<file path="src/rtl/first_level_dot.sv">
// ============================================================================
// first_level_dot
// ----------------------------------------------------------------------------
// First stage of the compute tree. Holds one activation vector from dataload,
// then takes BEATS weight words, one per weight_valid pulse. It accumulates a
// signed INT8 dot product over BEATS*LANES element pairs and emits one ACC_W
// result for each activation vector.
//
// Protocol errors set err_o, which stays set until reset:
//   - a weight word that arrives while no vector is loaded is discarded;
//   - a weight word that arrives together with a new vector is discarded;
//   - a new vector that arrives mid-run aborts the run and restarts on the new
//     vector.
// ============================================================================
module first_level_dot #(
    parameter int BEATS  = 8,   // weight words per dot product
    parameter int LANES  = 4,   // elements per weight word
    parameter int ELEM_W = 8,   // element width, two's complement
    parameter int ACC_W  = 32   // accumulator / result width
) (
    input  logic                            clk,
    input  logic                            rst_n,
    input  logic [BEATS*LANES*ELEM_W-1:0]   first_level_input_data,
    input  logic                            input_valid,
    input  logic [LANES*ELEM_W-1:0]         weight_i,
    input  logic                            weight_valid,
    output logic [ACC_W-1:0]                result_o,
    output logic                            result_valid_o,
    output logic                            busy_o,
    output logic                            err_o
);

    localparam int ACT_W  = BEATS * LANES * ELEM_W;
    localparam int WGT_W  = LANES * ELEM_W;
    localparam int PROD_W = 2 * ELEM_W;
    localparam int CNT_W  = (BEATS > 1) ? $clog2(BEATS) : 1;
    localparam logic [CNT_W-1:0] LAST_BEAT = CNT_W'(BEATS - 1);

    typedef enum logic {
        IDLE = 1'b0,
        RUN  = 1'b1
    } state_t;

    // ------------------------------------------------------------------------
    // State registers and their next-state values
    // ------------------------------------------------------------------------
    state_t                  state,        state_next;
    logic [CNT_W-1:0]        beat_cnt,     beat_cnt_next;
    logic signed [ACC_W-1:0] acc,          acc_next;
    logic [ACT_W-1:0]        act_reg,      act_reg_next;
    logic [ACC_W-1:0]        result_next;
    logic                    result_valid_next;
    logic                    err_next;

    // Sum of this beat's products, and the accumulator after adding it.
    logic signed [ACC_W-1:0] beat_sum;
    logic signed [ACC_W-1:0] acc_sum;

    // ------------------------------------------------------------------------
    // Datapath
    // ------------------------------------------------------------------------

    // Sum of the LANES products for the current beat, at full precision.
    // Weight lane j is multiplied by activation element LANES*beat_cnt + j.
    always_comb begin
        logic signed [ELEM_W-1:0] w_elem;
        logic signed [ELEM_W-1:0] a_elem;
        logic signed [PROD_W-1:0] prod;
        // NOTE: every variable written in a combinational block gets a default
        // at the top of the block. Without it, any path that skips the
        // assignment makes synthesis infer a latch.
        beat_sum = '0;
        w_elem   = '0;
        a_elem   = '0;
        prod     = '0;
        for (int j = 0; j < LANES; j++) begin
            w_elem   = weight_i[j*ELEM_W +: ELEM_W];
            a_elem   = act_reg[(int'(beat_cnt) * LANES + j) * ELEM_W +: ELEM_W];
            prod     = w_elem * a_elem;
            beat_sum = beat_sum + {{(ACC_W - PROD_W){prod[PROD_W-1]}}, prod};
        end
    end

    // The accumulator wraps on overflow. It does not saturate.
    assign acc_sum = acc + beat_sum;

    // ------------------------------------------------------------------------
    // Control
    // ------------------------------------------------------------------------

    // Next-state, counter, accumulator and output decode for the IDLE/RUN FSM.
    always_comb begin
        state_next        = state;
        beat_cnt_next     = beat_cnt;
        acc_next          = acc;
        act_reg_next      = act_reg;
        result_next       = result_o;
        result_valid_next = 1'b0;
        err_next          = err_o;

        unique case (state)
            IDLE: begin
                if (input_valid) begin
                    act_reg_next  = first_level_input_data;
                    acc_next      = '0;
                    beat_cnt_next = '0;
                    state_next    = RUN;
                    // A weight word in the same cycle as the vector belongs to
                    // no vector, so it is dropped.
                    if (weight_valid) begin
                        err_next = 1'b1;
                    end
                end else if (weight_valid) begin
                    // No vector is loaded, so the weight word is dropped.
                    err_next = 1'b1;
                end
            end

            RUN: begin
                if (input_valid) begin
                    // Abort. Restart on the new vector and keep the old result.
                    act_reg_next  = first_level_input_data;
                    acc_next      = '0;
                    beat_cnt_next = '0;
                    err_next      = 1'b1;
                end else if (weight_valid) begin
                    acc_next = acc_sum;
                    if (beat_cnt == LAST_BEAT) begin
                        result_next       = acc_sum;
                        result_valid_next = 1'b1;
                        beat_cnt_next     = '0;
                        state_next        = IDLE;
                    end else begin
                        beat_cnt_next = beat_cnt + CNT_W'(1);
                    end
                end
                // With no valid input the FSM holds. There is no timeout
                // between beats.
            end

            default: begin
                state_next = IDLE;
            end
        endcase
    end

    // State registers, all cleared by the asynchronous reset.
    always_ff @(posedge clk or negedge rst_n) begin
        if (!rst_n) begin
            state          <= IDLE;
            beat_cnt       <= '0;
            acc            <= '0;
            act_reg        <= '0;
            result_o       <= '0;
            result_valid_o <= 1'b0;
            err_o          <= 1'b0;
        end else begin
            // NOTE: sequential state uses non-blocking assignments. Every
            // flop then samples its pre-edge value, whatever the order of
            // the statements.
            state          <= state_next;
            beat_cnt       <= beat_cnt_next;
            acc            <= acc_next;
            act_reg        <= act_reg_next;
            result_o       <= result_next;
            result_valid_o <= result_valid_next;
            err_o          <= err_next;
        end
    end

    // The state register is a flop, so busy_o is a registered output.
    assign busy_o = (state == RUN);

    // Keep WGT_W referenced so the derived width stays visible next to ACT_W.
    logic unused_wgt_w;
    assign unused_wgt_w = (WGT_W == LANES * ELEM_W);

endmodule
</file>
<file path="config.mk">
export PLATFORM = sky130hd
export DESIGN_NAME = first_level_dot
export DESIGN_NICKNAME = d
export VERILOG_FILES = /design/src/rtl/first_level_dot.sv
export SDC_FILE = /design/constraint.sdc
export NUM_CORES = 1
export LEC_CHECK = 0
export ABC_AREA = 1
export CAP_MARGIN = 20
export CORE_MARGIN = 4
export CORE_UTILIZATION = 45
export DETAILED_ROUTE_END_ITERATION = 12
export HOLD_SLACK_MARGIN = 0.15
export PLACE_DENSITY = 0.71
export SYNTH_ARGS = -nofsm -noshare
export SYNTH_HDL_FRONTEND = slang
export SYNTH_SLANG_ARGS = --single-unit
</file>
<file path="constraint.sdc">
create_clock -name clk -period 9.95 [get_ports clk]
set_clock_uncertainty 0.15 [all_clocks]
set_input_delay 1.4925 -clock clk [delete_from_list [all_inputs] [get_ports clk]]
set_output_delay 1.4925 -clock clk [all_outputs]
set_load 0.02 [all_outputs]
</file>
* After elaboration in Yosys (flattened, before gate mapping) *
Cells that the tools add are included.

cells by class
  shift operators = 4
  eq/ne operators = 5
  $add $sub $neg = 8
  reduce and logical (&&, ||, !) cells = 3
  bitwise gates (word level) = 2
  muxes and demuxes = 22
  multiply operators = 4

operators by type and width
  operator                                                        number
  256-bit by 10-bit variable part select with 8-bit output        3
  256-bit two-way mux                                             1
  256-bit by 9-bit variable part select with 8-bit output         1
  32-bit two-way mux                                              3
  8-bit by 8-bit multiplier with 16-bit output                    4
  32-bit one-hot mux with 2 select lines                          1
  32-bit by 19-bit adder with 32-bit output                       1
  18-bit by 16-bit adder with 19-bit output                       1
  17-bit by 16-bit adder with 18-bit output                       1
  16-bit by 16-bit adder with 17-bit output                       1
  5-bit by 2-bit adder with 6-bit output (second input constant)  2
  3-bit two-way mux                                               4
  1-bit two-way mux                                               10
  5-bit by 1-bit adder with 6-bit output (second input constant)  1
  2-bit != test (second input constant)                           3
  3-bit one-hot mux with 2 select lines                           1
  1-bit one-hot mux with 2 select lines                           2
  2-bit AND reduction                                             2
  4-bit AND reduction                                             1
  3-bit by 1-bit adder with 3-bit output (second input constant)  1
  3-bit == test (second input constant)                           1
  3-bit != test (second input constant)                           1
  1-bit inverter                                                  2

storage, ports and cells
  output and inout bits = 35
  bits in registers = 326
  word-level logic and storage cells = 55
  input port bits = 292

* Depth between registers and ports, before layout *
  word-level depth = 10
  gate-level depth with buffers = 38
  gate-level depth less buffers = 36

* Worst setup path after synthesis *
Ideal clock, no wire load.

  path kind = input to register
  start = in weight_i[7]
  end = reg acc[25]
  stages on the path = 26
  arrival time = 7963 ps
  path buffers = 0
  data required time = 9670 ps
  setup time = 130 ps
  slack = 1707 ps
  path through = inv_1 -> nor2_2 -> inv_1 -> fa_1 -> fa_1 -> inv_1 -> fa_1 -> inv_1 -> fa_1 -> inv_1 -> fa_1 -> fa_1 -> fa_1 -> inv_1 -> fa_1 -> inv_1 -> ha_1 -> nand2_1 -> nor2_1 -> nand2_1 -> nor2_1 -> o21ai_0 -> nand3_1 -> nand2_1 -> nand3_1 -> o21ai_0

on the way
  longest elaborated chain between the ends = 8

RTL lines
  element                                       line  source
  from (decl)                                   25    input logic [LANES*ELEM_W-1:0] weight_i,
  8-bit by 8-bit multiplier with 16-bit output  79    prod = w_elem * a_elem;
  16-bit by 16-bit adder with 17-bit output     80    beat_sum = beat_sum + {{(ACC_W - PROD_W){prod[PROD_W-1]}}, prod};
  17-bit by 16-bit adder with 18-bit output     80
  18-bit by 16-bit adder with 19-bit output     80
  32-bit by 19-bit adder with 32-bit output     85    assign acc_sum = acc + beat_sum;
  32-bit two-way mux                            126   end else if (weight_valid) begin
  32-bit two-way mux                            120   if (input_valid) begin
  32-bit one-hot mux with 2 select lines        101   unique case (state)
  to (signal assigned)                          163   acc <= acc_next;
  to (decl)                                     49    logic signed [ACC_W-1:0] acc, acc_next;

No other way between the ends. The select of a mux whose other input is x is not followed.
A chain may end at the register's enable or synchronous reset.

* Worst setup path after layout *
  start = reg beat_cnt[0]
  end = reg acc[24]

on the way
  longest elaborated chain between the ends = 10
  elaborated cells between the ends (all ways) = 18
  classes of those cells = 7 x add/sub; 4 x mul; 4 x shift; 3 x mux

RTL lines
  element                                                   line  source
  from (decl)                                               48    logic [CNT_W-1:0] beat_cnt, beat_cnt_next;
  from (signal assigned)                                    162   beat_cnt <= beat_cnt_next;
  5-bit by 1-bit adder with 6-bit output                    78    a_elem = act_reg[(int'(beat_cnt) * LANES + j) * ELEM_W +: ELEM_W];
  256-bit by 10-bit variable part select with 8-bit output  78
  8-bit by 8-bit multiplier with 16-bit output              79
  16-bit by 16-bit adder with 17-bit output                 80
  17-bit by 16-bit adder with 18-bit output                 80
  18-bit by 16-bit adder with 19-bit output *               80
  32-bit by 19-bit adder with 32-bit output *               85
  32-bit two-way mux *                                      126
  32-bit two-way mux *                                      120
  32-bit one-hot mux with 2 select lines *                  101

Every way passes the cells marked *; elsewhere a longest branch is shown, timed or not. The select of a mux whose other input is x is not followed.

==> results.txt <==
CTS Sinks = 326
RSZ-0062 raised after global routing = no
Via count = 24,100
IO Pins = 327
Register area share after synthesis = 27.2%
Period utilization = 92.2%
Leading cell types in the layout, fill and taps excluded = nand2_1 (885), inv_1 (744), fa_1 (458), dfrtp_1 (324), clkdlybuf4s50_1 (324)
Post-CTS setup buffer count = 0
Worst Path Required = 10.24 ns
Total gr overflow = 0
Post-CTS sizing = 0
First-pass GRT wire length = 140,000 um
Pre-CTS WS = 0.591 ns
Synth cell types = 34
Largest net degree at the start of global routing = 248
CP endpoint = acc[24]
DRT Pass-1 Iters = 5
Endpoint type of the worst setup path = register
Routability cong. = 0.936
Die Ht = 266 um
Hold WC Path Type = register to register
Final Slew Violations = 0
Max frequency = 109 MHz
Mapped Avg Cell Area = 8.45 um^2
DRC violations left = 0
Standard-cell rows = 94
FF-to-FF setup slack = 0.78 ns
Syn. warnings = 0
FF-to-FF path depth = 27
Die X = 266 um
Reg2Reg Capture Point = acc[24]
Max-cap violations = 0
Die area = 70,900 um^2
Setup TNS = 0 ns
Cell Area, Synth = 30,000 um^2
Crit Path Max Fanout = 52
Syn Nets = 4,430
Area grow syn2layout = 17.9%
Commonest non-fill, non-tap cell in the layout = nand2_1
CTS hold repair buffers = 0
Min Tclk post-route = 9.17 ns
Post-DRT Antenna Nets = 0
GRT Overall Usage = 25.4%
Initial antenna violation count = 17
Min Hold Slack = 0.312 ns
Crit Path Class = register to register
Worst skew pair latency = 0.58 ns
DR iter-0 viols = 1,875
Max FFs per register = 256
Num CTS Buffers = 37
#FFs+latches synth = 326
PnR worst setup slack = 0.777 ns
CTS tree = yes
Number of I/O port buffers = 326
Crit path arrival time = 9.47 ns
Critical Path Start Type = register
Setup violations, final = 0
Status = finished, final reports clean
Worst slew pin tran = 1.07 ns
DR WL/cell = 18.7 um
Via-per-instance ratio = 5.07
Reg clk slew, reported paths = 0.06 ns
Initial Util = 45.5%
Clk root buf = clkbuf_16
Fin. Hold Viols = 0
Layout Nets = 4,709
# H-tree levels = 2
Mapped Cells = 3,553
Layout cell share with drive strength beyond 1 = 3.99%
Worst setup startpoint = beat_cnt[0]
Clock Tree Buf Depth = 3
Relative slew slack = 28.5%
Post-DP HPWL = 71,600 um
Number of global-route vias before repair = 24,600
R2r startpoint = beat_cnt[0]
DRT Wirelength = 88,800 um
CORE AREA = 66,000 um^2
[routing by layer]
metal	up-vias	share of wire, %	global-route usage, %
li1	11200	-	-
met3	138	7.3	3.90
met2	787	47	40.9
met1	11900	43	35.9
met4	2	3.0	7.72
met5	-	0.015	0
[area by class of cell]
type                    instances  area, um^2
fillers                      6020       30600
repair buffers                359        3560
well taps                     864        1080
inverters                     770        2900
multi-input cells            2338       18400
flip-flops and latches        326        8160
clock inverters                11         190
clock buffers                  56        1090
diodes                         18        45.0
[cells in the mapped netlist]
master,instances,area [um^2]
nand2_1,885,3320
inv_1,745,2800
fa_1,458,9170
dfrtp_1,326,8160
o21ai_0,286,1430
nor2_1,202,758
a21oi_1,153,766
ha_1,127,1590
nand3_1,115,576
clkbuf_1,51,191
buf_2,47,235
inv_2,25,93.8
nand2_2,14,87.6
nand4_1,13,81.3
o21ai_1,13,65.1
buf_6,11,124
buf_1,10,37.5
nor2_2,10,62.6
o21bai_1,10,75.1
o22ai_1,9,56.3
nor3_1,7,35.0
xnor2_1,7,61.3
nand3b_1,6,45.0
a21oi_2,4,35.0
xor2_1,4,35.0
a31oi_1,3,18.8
nor2_4,3,33.8
o21ai_2,2,17.5
o31ai_1,2,15.0
a21o_1,1,7.51
and2_1,1,6.26
nand3_2,1,10.0
o211ai_1,1,7.51
or2_1,1,6.26
[cells by family after synthesis]
group / share of synthesized area (%)
AND/OR/NAND/NOR: 16.7
flip-flops: 27.2
XOR/XNOR: 0.321
AO/OA/AOI/OAI: 8.31
buffers and inverters: 11.6
adder cells (fa/ha/maj): 35.8
[metrics by stage]
step | util (%) | instance area, um^2 | cells
finish | 53.6 | 35400 | 4742
global placement | 51.6 | 34100 | 4657
global route | 53.6 | 35400 | 4738
floorplan | - | 30000 | 3553
CTS | 53.6 | 35300 | 4724
detailed placement | 51.6 | 34100 | 4657
[critical path, cell delays in order, from the launching register on]
cell,delay (ns)
dfrtp_4,0.67
inv_4,0.37
buf_12,0.29
a21oi_1,0.10
o21ai_0,0.08
nand3_1,0.12
nand2_1,0.30
nor2_1,0.13
fa_1,0.67
inv_1,0.12
fa_1,0.73
fa_1,0.48
fa_1,0.54
fa_1,0.81
inv_1,0.33
fa_1,0.57
inv_1,0.05
fa_1,0.45
fa_1,0.50
inv_1,0.05
ha_1,0.40
nand2_1,0.15
nor3_1,0.31
o21ai_0,0.23
nand3_1,0.12
nand2_1,0.07
nand3_1,0.11
nand2_1,0.07
[worst min-delay path by stage]
stage	from	to	depth (start not counted)	slack, ns
finish	act_reg[228]	act_reg[228]	2	0.31
detailed placement	act_reg[128]	act_reg[128]	2	0.30
floorplan	act_reg[0]	act_reg[0]	2	0.29
global route	act_reg[150]	act_reg[150]	2	0.33
CTS	act_reg[128]	act_reg[128]	2	0.32
global placement	act_reg[134]	act_reg[134]	2	0.30
Power is not shown: default switching activity piles up to over one toggle a cycle in this logic, so the estimate is an artifact.
